`src/rtl/ifu_fetch_unit_pkg.sv`:
```
// Shared constants and types for the instruction fetch unit: opcodes, trap causes,
// reset/NOP words and the fetch FSM state encoding.
package ifu_fetch_unit_pkg;

  localparam logic [31:0] RESET_PC = 32'h3000_0000;
  localparam logic [31:0] NOP_INST = 32'h0000_0013;

  localparam logic [6:0] OP_I     = 7'b0010011;
  localparam logic [6:0] OP_L     = 7'b0000011;
  localparam logic [6:0] OP_S     = 7'b0100011;
  localparam logic [6:0] OP_B     = 7'b1100011;
  localparam logic [6:0] OP_JAL   = 7'b1101111;
  localparam logic [6:0] OP_JALR  = 7'b1100111;
  localparam logic [6:0] OP_LUI   = 7'b0110111;
  localparam logic [6:0] OP_AUIPC = 7'b0010111;
  localparam logic [6:0] OP_CSR   = 7'b1110011;

  localparam logic [3:0] MCAUSE_IADDR_MISALIGN = 4'd0;
  localparam logic [3:0] MCAUSE_IACCESS_FAULT  = 4'd1;

  typedef enum logic [1:0] {
    ST_REQ  = 2'd0,
    ST_WAIT = 2'd1,
    ST_HOLD = 2'd2
  } fetch_state_e;

  function automatic logic pc_aligned(input logic [31:0] pc);
    return (pc[1:0] == 2'b00);
  endfunction

endpackage

```
`src/rtl/ifu_imm_gen.sv`:
```
// Combinational immediate extractor: picks the RV32 I/S/B/U/J layout from the opcode
// and returns the sign-extended immediate, or zero for formats without one.
module ifu_imm_gen
  import ifu_fetch_unit_pkg::*;
(
  input  logic [31:0] i_inst,
  output logic [31:0] o_imm
);

  logic [6:0] opcode;
  assign opcode = i_inst[6:0];

  // NOTE: every path assigns o_imm (default first), so no latch is inferred.
  always_comb begin
    o_imm = 32'd0;
    case (opcode)
      // CSR instructions carry their CSR address in the I-type field.
      OP_I, OP_L, OP_JALR, OP_CSR:
        o_imm = {{20{i_inst[31]}}, i_inst[31:20]};
      OP_S:
        o_imm = {{20{i_inst[31]}}, i_inst[31:25], i_inst[11:7]};
      OP_B:
        o_imm = {{19{i_inst[31]}}, i_inst[31], i_inst[7], i_inst[30:25], i_inst[11:8], 1'b0};
      OP_LUI, OP_AUIPC:
        o_imm = {i_inst[31:12], 12'd0};
      OP_JAL:
        o_imm = {{11{i_inst[31]}}, i_inst[31], i_inst[19:12], i_inst[20], i_inst[30:21], 1'b0};
      default:
        o_imm = 32'd0;
    endcase
  end

endmodule

```
`src/rtl/ifu_fetch_unit.sv`:
```
// Instruction fetch stage: single-outstanding AXI4-Lite reads at PC, registered
// inst/imm/pc/trap bundle to decode under valid/ready, with flush redirect and kill/drain.
module ifu_fetch_unit
  import ifu_fetch_unit_pkg::*;
#(
  parameter logic [31:0] RESET_PC_P = RESET_PC,
  parameter logic [31:0] NOP_INST_P = NOP_INST
) (
  input  logic        i_clock,
  input  logic        i_reset,
  output logic [31:0] o_araddr,
  output logic        o_arvalid,
  input  logic        i_arready,
  input  logic [31:0] i_rdata,
  input  logic [1:0]  i_rresp,
  input  logic        i_rvalid,
  output logic        o_rready,
  output logic [31:0] o_inst,
  output logic [31:0] o_imm,
  output logic [31:0] o_pc,
  output logic        o_exception,
  output logic [3:0]  o_mcause,
  output logic        o_valid,
  input  logic        i_ready,
  input  logic        i_flush,
  input  logic [31:0] i_redirect_pc,
  input  logic        i_stall
);

  fetch_state_e state_q, state_d;
  logic [31:0]  pc_q, pc_d;
  logic         kill_q, kill_d;
  logic [31:0]  araddr_q, araddr_d;
  logic         arvalid_q, arvalid_d;
  logic         rready_q, rready_d;
  logic [31:0]  inst_q, inst_d;
  logic [31:0]  imm_q, imm_d;
  logic [31:0]  bpc_q, bpc_d;
  logic         exc_q, exc_d;
  logic [3:0]   mcause_q, mcause_d;
  logic         valid_q, valid_d;

  logic         rresp_err;
  logic [31:0]  fetched_word;
  logic [31:0]  fetched_imm;
  logic [31:0]  seq_pc;
  logic [31:0]  drain_pc;

  assign rresp_err    = (i_rresp != 2'b00);
  assign fetched_word = rresp_err ? NOP_INST_P : i_rdata;
  assign seq_pc       = pc_q + 32'd4;
  // A flush landing on the same cycle as the drained beat redirects immediately.
  assign drain_pc     = i_flush ? i_redirect_pc : pc_q;

  ifu_imm_gen u_imm_gen (
    .i_inst (fetched_word),
    .o_imm  (fetched_imm)
  );

  always_comb begin
    state_d   = state_q;
    pc_d      = pc_q;
    kill_d    = kill_q;
    araddr_d  = araddr_q;
    arvalid_d = arvalid_q;
    rready_d  = rready_q;
    inst_d    = inst_q;
    imm_d     = imm_q;
    bpc_d     = bpc_q;
    exc_d     = exc_q;
    mcause_d  = mcause_q;
    valid_d   = valid_q;

    case (state_q)
      ST_REQ: begin
        if (arvalid_q) begin
          // An offered AR must stay stable until accepted, even across a flush.
          if (i_arready) begin
            state_d   = ST_WAIT;
            arvalid_d = 1'b0;
            rready_d  = 1'b1;
          end
          if (i_flush) begin
            kill_d = 1'b1;
            pc_d   = i_redirect_pc;
          end
        end else if (i_flush) begin
          pc_d      = i_redirect_pc;
          araddr_d  = i_redirect_pc;
          arvalid_d = pc_aligned(i_redirect_pc);
        end else if (!pc_aligned(pc_q)) begin
          state_d  = ST_HOLD;
          inst_d   = NOP_INST_P;
          imm_d    = 32'd0;
          bpc_d    = pc_q;
          exc_d    = 1'b1;
          mcause_d = MCAUSE_IADDR_MISALIGN;
          valid_d  = 1'b1;
        end else begin
          araddr_d  = pc_q;
          arvalid_d = 1'b1;
        end
      end

      ST_WAIT: begin
        if (i_rvalid) begin
          rready_d = 1'b0;
          if (kill_q || i_flush) begin
            state_d   = ST_REQ;
            kill_d    = 1'b0;
            pc_d      = drain_pc;
            araddr_d  = drain_pc;
            arvalid_d = pc_aligned(drain_pc);
          end else begin
            state_d  = ST_HOLD;
            inst_d   = fetched_word;
            imm_d    = fetched_imm;
            bpc_d    = pc_q;
            exc_d    = rresp_err;
            mcause_d = rresp_err ? MCAUSE_IACCESS_FAULT : MCAUSE_IADDR_MISALIGN;
            valid_d  = 1'b1;
          end
        end else if (i_flush) begin
          kill_d = 1'b1;
          pc_d   = i_redirect_pc;
        end
      end

      ST_HOLD: begin
        if (i_flush) begin
          state_d   = ST_REQ;
          valid_d   = 1'b0;
          pc_d      = i_redirect_pc;
          araddr_d  = i_redirect_pc;
          arvalid_d = pc_aligned(i_redirect_pc);
        end else if (i_ready && !i_stall) begin
          state_d   = ST_REQ;
          valid_d   = 1'b0;
          pc_d      = seq_pc;
          araddr_d  = seq_pc;
          arvalid_d = pc_aligned(seq_pc);
        end
      end

      default: begin
        state_d   = ST_REQ;
        arvalid_d = 1'b0;
        rready_d  = 1'b0;
        valid_d   = 1'b0;
      end
    endcase
  end

  // NOTE: reset is synchronous and every state flop uses non-blocking assignment.
  always_ff @(posedge i_clock) begin
    if (i_reset) begin
      state_q   <= ST_REQ;
      pc_q      <= RESET_PC_P;
      kill_q    <= 1'b0;
      araddr_q  <= RESET_PC_P;
      arvalid_q <= 1'b0;
      rready_q  <= 1'b0;
      inst_q    <= NOP_INST_P;
      imm_q     <= 32'd0;
      bpc_q     <= RESET_PC_P;
      exc_q     <= 1'b0;
      mcause_q  <= 4'd0;
      valid_q   <= 1'b0;
    end else begin
      state_q   <= state_d;
      pc_q      <= pc_d;
      kill_q    <= kill_d;
      araddr_q  <= araddr_d;
      arvalid_q <= arvalid_d;
      rready_q  <= rready_d;
      inst_q    <= inst_d;
      imm_q     <= imm_d;
      bpc_q     <= bpc_d;
      exc_q     <= exc_d;
      mcause_q  <= mcause_d;
      valid_q   <= valid_d;
    end
  end

  assign o_araddr    = araddr_q;
  assign o_arvalid   = arvalid_q;
  assign o_rready    = rready_q;
  assign o_inst      = inst_q;
  assign o_imm       = imm_q;
  assign o_pc        = bpc_q;
  assign o_exception = exc_q;
  assign o_mcause    = mcause_q;
  assign o_valid     = valid_q;

endmodule

```
`config.mk`:
```
export PLATFORM = sky130hd
export DESIGN_NAME = ifu_fetch_unit
export DESIGN_NICKNAME = d
export VERILOG_FILES = /design/src/rtl/ifu_fetch_unit_pkg.sv /design/src/rtl/ifu_imm_gen.sv /design/src/rtl/ifu_fetch_unit.sv
export SDC_FILE = /design/constraint.sdc
export NUM_CORES = 1
export LEC_CHECK = 0
export ABC_AREA = 1
export BUFFER_PORTS_ARGS = -buffer_cell sky130_fd_sc_hd__buf_2
export CORE_AREA = 4 4 151 110
export CTS_BUF_LIST = sky130_fd_sc_hd__clkbuf_4 sky130_fd_sc_hd__clkbuf_8
export DETAILED_ROUTE_END_ITERATION = 12
export DIE_AREA = 0 0 155 114
export PLACE_DENSITY = 0.81
export SLEW_MARGIN = 0
export SYNTH_ARGS = -nofsm -noshare
export SYNTH_HDL_FRONTEND = slang
export SYNTH_HIERARCHICAL = 1
export SYNTH_SLANG_ARGS = --single-unit
```
`constraint.sdc`:
```
create_clock -name i_clock -period 1.9 [get_ports i_clock]
set_input_delay 0.19 -clock i_clock [delete_from_list [all_inputs] [get_ports i_clock]]
set_output_delay 0.19 -clock i_clock [all_outputs]
set_load 0.05 [all_outputs]
```
==> summary.md, run 1 <==
| Metric | Value |
|---|---|
| Slew Viols, Final | 0 |
| Reg2reg path depth | 11 |
| Antenna diodes | 0 |
| CP Max Fanout | 10 |
| Synth unique cells | 35 |
| CTS Buffer Depth | 2 |
| Initial Util | around 54% |
| Largest net degree at the start of global routing | slightly above 70 |
| Mapped cell area | 8200 µm² |
| CP delay by family, top | simple AND/OR/NAND/NOR gates |
| CTS Buf Count | 17 |
| IO Port Bufs | 205 |
| Status | finished clean |
| Clock Latency Late Sink | 0.47 ns |
| Final Hold Viols | 0 |
| Number of max-cap violations | 0 |
| Post-DP HPWL | about 19000 µm |
| Cell chain of the critical path | inv_2 -> nand2_1 -> inv_2 -> nand2_1 -> nand3_1 -> nor2_4 -> buf_12 -> buf_12 -> nand3_1 -> nand2_1 -> inv_1 |
| Chip Height | about 110 µm |
| Area grow syn2layout | 23.4% |
| Residual DRC count | 0 |
| CP Capture Type | flop |
| Clock transition at path regs | 0.10 ns |
| Avg Inst Size Synth | about 6.7 µm² |
| CP Capture Point | o_araddr[21] |
| Via density | 5.33 |
| Wire per inst | about 16 µm |
| # rows | 38 |
| Tcrit/Tclk final | between 90% and 100% |
| Pwr Total | roughly 0.015 W |
| Max frequency | roughly 550 MHz |
| Internal reg-to-reg setup slack | roughly 0.090 ns |
| Layout cells sized above 1 | between 20% and 30% |
| Max H-tree Level | 4 |
| Global placement routability congestion | between 0.9 and 1 |
| Core Box Area | around 15000 µm² |
| Grt total ovfl | 0 |
| Critical Path Stages | 11 |
| Pre-antenna DRT Iters | 8 |
| Asr flop ratio synth | 0% |
| Yosys reg bits | approximately 170 |
| # clock sinks | around 170 |
| WL final | 25600 µm |
| Buf+Inv Stages, Crit Path | 5 |
| Post-Synthesis Cells | ~1200 |
| DR iter-0 viols | 959 |
| Worst min-delay path category | in2reg |
| Number of global-route vias before repair | slightly below 8000 |
| Post-route clock skew | roughly 0.022 ns |
| CTS tree | done |
| Crit Path Class | reg2reg |
| Pleak | between 5 and 6 nW |
| CP most frequent cell | nand2_1 |
| Die Width | ~160 µm |
| Tmin final | 1.81 ns |
| Worst Path Arrival | 2.17 ns |
| Post-synthesis sequential area ratio | 41.0% |
| Pwr Density | around 1500 nW/µm² |
| Crit path from | state_q[1] |
| Synth warn | 6 |
| Via count | about 8800 |
| CTS root buf | clkbuf_8 |
| Crit-path slowest cell | dfxtp_1 |
| Post-Route Utilization | approximately 67% |
| Commonest register cell after synthesis | dfxtp_1 |
| Hold path cells | 3 |
| Antenna-violating nets left | 0 |
| Global-route wire length before repair | around 40000 µm |
| Reg2Reg Launch Point | state_q[1] |
| Worst setup SP type | flop |
| Final nets | around 1500 |
| Initial antenna violation count | 0 |
| Final number of setup-violating endpoints | 0 |
| EDFF count, synth | 0 |
| I/O pin count | 209 |
| Die ar. | approximately 18000 µm² |
| Worst VDD drop | ~0.00076 V |
| Total track usage | 28.1% |
| Peak per-stage delay on the critical path | roughly 0.44 ns |
| Crit Reg-Reg Endpoint | o_araddr[21] |
| WP data required | 2.26 ns |
cell usage after synthesis, types with 5 or more instances:
master	n	area share, %
nand3_2	12	1.5
nand4_1	8	0.61
buf_4	7	0.64
clkbuf_1	24	1.1
o22ai_1	5	0.38
o21ai_1	34	2.1
nand2_2	8	0.61
buf_2	30	1.8
dfxtp_1	168	41
nor2_1	149	6.8
nor2_2	10	0.76
a22oi_1	24	2.2
inv_2	8	0.37
nand3_1	89	5.4
inv_1	121	5.5
a21oi_1	128	7.8
or2_2	10	0.76
buf_6	5	0.69
nand2_1	310	14
o21ai_0	51	3.1
layout make-up:
cell class	count	area, µm²
Clock buffer	21	277
Clock inverter	10	168
Fill cell	1367	5050
Inverter	129	487
Multi-Input combinational cell	863	4040
Sequential cell	168	3360
Tap cell	200	250
Timing Repair Buffer	258	1540
power breakdown:
part | total [W] | switching [W] | internal [W]
Combinational | 0.00736 | 0.00518 | 0.00218
Sequential | 0.00476 | 0.000512 | 0.00425
Clock | 0.00288 | 0.00134 | 0.00154
Total | 0.0150 | 0.00703 | 0.00797
cells by family (layout without fill, tap and decap cells):
family | after synthesis | in the layout | synth area share, %
xor gates and xnor gates | 1 | 1 | 0.107
DFF | 168 | 168 | 41.0
AOI/OAI and AO/OA | 251 | 251 | 16.5
other | 1 | 3 | 0.0457
adders and majority gates | 1 | 1 | 0.153
and+or+nand+nor | 607 | 607 | 31.9
buffers and inverters | 197 | 418 | 10.3
how the worst min path moves through the flow:
stage	from	endpoint	slack [ns]
2_1_floorplan	i_rresp[0]	o_exception	0.35
6_report	i_redirect_pc[9]	o_araddr[9]	0.03
3_3_place_gp	o_inst[27]	o_inst[27]	0.45
3_5_place_dp	o_inst[23]	o_inst[23]	0.45
4_1_cts	i_redirect_pc[9]	o_araddr[9]	0.02
5_1_grt	i_redirect_pc[6]	o_araddr[6]	0.04
registers in the layout, summed over array words and instances, names as in the netlist:
register,flops
o_araddr,32
o_imm,32
o_inst,32
o_pc,32
pc_q,32
state_q,2
kill_q,1
o_arvalid,1
o_exception,1
o_mcause,1
o_rready,1
o_valid,1
worst reg2reg max path, cell delays in order, from the launching register on:
cell and delay, ns:
dfxtp_1 0.44, inv_2 0.05, nand2_1 0.13, inv_2 0.07, nand2_1 0.12, nand3_1 0.16
nor2_4 0.24, buf_12 0.16, buf_12 0.12, nand3_1 0.12, nand2_1 0.09, inv_1 0.04
metal layers:
metal	vias up	part of all wire [%]	track usage, %
met5	-	0	0
met3	34	11	7.28
met2	446	40	38.1
li1	4366	-	-
met4	0	1.8	7.59
met1	3943	48	43.6
through the flow:
step	area, µm²	hold slack [ns]	setup WS, ns	instances	setup TNS (ns)
floorplan	8210	0.350	0.157	1228	0
global placement	9610	0.446	-0.100	1614	-2.30
detailed placement	9610	0.450	-0.173	1614	-3.93
CTS	10100	0.0192	0.0446	1645	0
global route	10100	0.0361	-0.0389	1649	-0.153
finish	10100	0.0318	0.0899	1649	0
cells in the final DEF, fill, tap and decap left out, types with 2 or more instances in the layout:
cell type	Yosys	layout
nand2_1	310	310
buf_2	30	205
dfxtp_1	168	168
nor2_1	149	146
a21oi_1	128	128
inv_1	121	120
nand3_1	89	89
o21ai_0	51	51
buf_4	7	44
o21ai_1	34	34
a22oi_1	24	24
clkbuf_8	0	19
nand3_2	12	12
or2_2	10	10
nor2_2	10	9
buf_12	0	9
inv_2	8	8
nand2_2	8	8
nand4_1	8	8
o22ai_1	5	5
nor2_4	1	5
nor3_1	4	4
o211ai_1	4	4
bufinv_16	0	4
nand2_4	4	4
conb_1	1	3
clkinv_2	0	2
clkbuf_4	0	2
clkinv_4	0	2
what timing repair did:
item / in CTS / in global routing
setup buffers: 0 / 4
hold endpoints to repair: 0 / 0
setup endpoints to repair: 0 / 67
gates resized for setup: 0 / 8
hold buffers: 0 / 0
Note: power is estimated with default switching activity, not from simulation.
==> inputs of run 2 (changes only) <==
--- a/config.mk
+++ b/config.mk
@@ -7,11 +7,10 @@
 export LEC_CHECK = 0
 export ABC_AREA = 1
 export BUFFER_PORTS_ARGS = -buffer_cell sky130_fd_sc_hd__buf_2
-export CORE_AREA = 4 4 151 110
+export CORE_AREA = 4 4 203 146
 export CTS_BUF_LIST = sky130_fd_sc_hd__clkbuf_4 sky130_fd_sc_hd__clkbuf_8
 export DETAILED_ROUTE_END_ITERATION = 12
-export DIE_AREA = 0 0 155 114
-export PLACE_DENSITY = 0.81
+export DIE_AREA = 0 0 207 150
 export SLEW_MARGIN = 0
 export SYNTH_ARGS = -nofsm -noshare
 export SYNTH_HDL_FRONTEND = slang
==> summary.md, run 2 (same netlist as run 1, synthesis figures left out) <==
| Metric | Value |
|---|---|
| Status | finished clean |
| Worst setup SP type | flop |
| Initial antenna violation count | 0 |
| Worst min-delay path category | in2reg |
| Area grow syn2layout | 27.0% |
| WP data required | ~2.3 ns |
| WL final | 29600 µm |
| Most common cell after layout, fill and taps aside | nand2_1 |
| Die ar. | 31100 µm² |
| Number of global-route vias before repair | between 7000 and 8000 |
| RSZ-0062 raised after global routing | no |
| # rows | a little over 50 |
| Global-route wire length before repair | 45400 µm |
| Storage cell area | around 3400 µm² |
| Number of max-cap violations | 0 |
| Max frequency | around 580 MHz |
| Pwr Density | around 1400 nW/µm² |
| Setup_tns | 0 ns |
| Clock Latency Late Sink | approximately 0.47 ns |
| Worst Path Arrival | about 2.1 ns |
| CTS tree | done |
| Slew Viols, Final | 0 |
| CTS Buf Count | 17 |
| CTS Buffer Depth | 2 |
| Antenna-violating nets left | 0 |
| DR iter-0 viols | roughly 640 |
| Largest net degree at the start of global routing | 72 |
| Max H-tree Level | 4 |
| IO Port Bufs | 205 |
| Core Box Area | ~28000 µm² |
| Global placement routability congestion | a little over 0.9 |
| Clock group share of total power | ~17% |
| Final Hold Viols | 0 |
| CP Capture Type | flop |
| Via density | ~4.8 |
| Initial Util | 29.7% |
| Switching share of power | between 40 and 50% |
| Final nets | approximately 1500 |
| Power Internal | ~0.0074 W |
| CTS root buf | clkbuf_8 |
| Die Width | about 210 µm |
| Tmin final | 1.74 ns |
| Footprint of the multi-input gates | ~4000 µm² |
| Final number of setup-violating endpoints | 0 |
| Chip Height | ~150 µm |
| Flop pwr share | roughly 32% |
| Tcrit/Tclk final | between 90% and 100% |
| Post-Route Utilization | a little under two fifths |
| Clock transition at path regs | ~0.10 ns |
| Grt total ovfl | 0 |
| Layout cells sized above 1 | approximately a quarter |
| Pleak | just over 5 nW |
| Sw power | ~0.0073 W |
| Post-route clock skew | 0.0178 ns |
| Final instance count without filler cells | about 1800 |
| Worst VDD drop | 0.000911 V |
| Pre-antenna DRT Iters | 6 |
| # clock sinks | 168 |
| Total track usage | about 18% |
| Fill cell count | roughly 3000 |
| Post-CTS Setup Inserts | 0 |
| Inst Count DP | ~1800 |
| Residual DRC count | 0 |
| I/O pin count | approximately 210 |
| Crit Path Class | reg2reg |
| Via count | between 8000 and 9000 |
| Pwr Total | between 0.01 and 0.015 W |
| Antenna diodes | 0 |
| Comb power frac | just over 50% |
| CP Max Fanout | 6 |
| Commonest cells after routing, fill and taps aside | nand2_1 (310), buf_2 (204), dfxtp_1 (166) |
| Wire per inst | ~16 µm |
| Post-DP HPWL | 22100 µm |
==> run 2: worst paths after layout <==
path | slack, ns | depth (start not counted) | start | endpoint
setup reg to reg | 0.16 | 9 | pc_q[6] | o_araddr[26]
hold reg to reg | 0.46 | 2 | o_imm[0] | o_imm[0]
setup / recovery | 0.16 | 9 | pc_q[6] | o_araddr[26]
hold / removal | 0.05 | 5 | i_redirect_pc[13] | o_araddr[13]
==> run 2: final cells by class <==
type,count,share of cell area [%]
clock buffer,20,2.58
inverter,129,4.65
timing repair buffer,272,16.2
multi-input combinational,863,38.9
tap,371,4.46
sequential,168,32.3
clock inverter,12,0.913
==> run 2: critical path, cell delays in order, from the launching register on <==
cell and delay, ns:
dfxtp_1 0.40, nand2_1 0.12, nor2_2 0.30, nand2_1 0.21
nor2_4 0.17, nand4_1 0.10, nand3_1 0.15, nand3_1 0.09
nand2_1 0.07, inv_1 0.03
==> run 2: per-stage QoR <==
step                      setup slack [ns]  instance area, µm²  hold slack [ns]
after detailed placement            -0.237                9990            0.452
after floorplan                      0.157                8210            0.350
after global routing               0.00660               10400           0.0417
after global placement              -0.123                9990            0.449
after CTS                           0.0660               10400          0.00283
final                                0.163               10400           0.0528
==> run 2: timing repair <==
action | in CTS | in global routing
endpoints found under the hold margin | 3 | 0
setup endpoints to repair | 0 | 36
hold buffers | 2 | 0
resized for setup | 0 | 14
==> run 2: metal layers <==
metal | vias up | wire, µm | global-route usage (%)
li1 | 4404 | - | -
met4 | 0 | 559 | 5.09
met3 | 29 | 2430 | 4.99
met2 | 307 | 11400 | 24.0
met5 | - | 0 | 0
met1 | 4040 | 15200 | 28.8
==> run 2: power by group through the flow <==
stage / sequential, W / clock, W / combinational, W
finish: 0.00476 / 0.00248 / 0.00750
detailed placement: 0.00482 / 0 / 0.00751
CTS: 0.00475 / 0.00259 / 0.00752
floorplan: 0.00635 / 0 / 0.00359
global placement: 0.00481 / 0 / 0.00743
global route: 0.00486 / 0.00273 / 0.00823
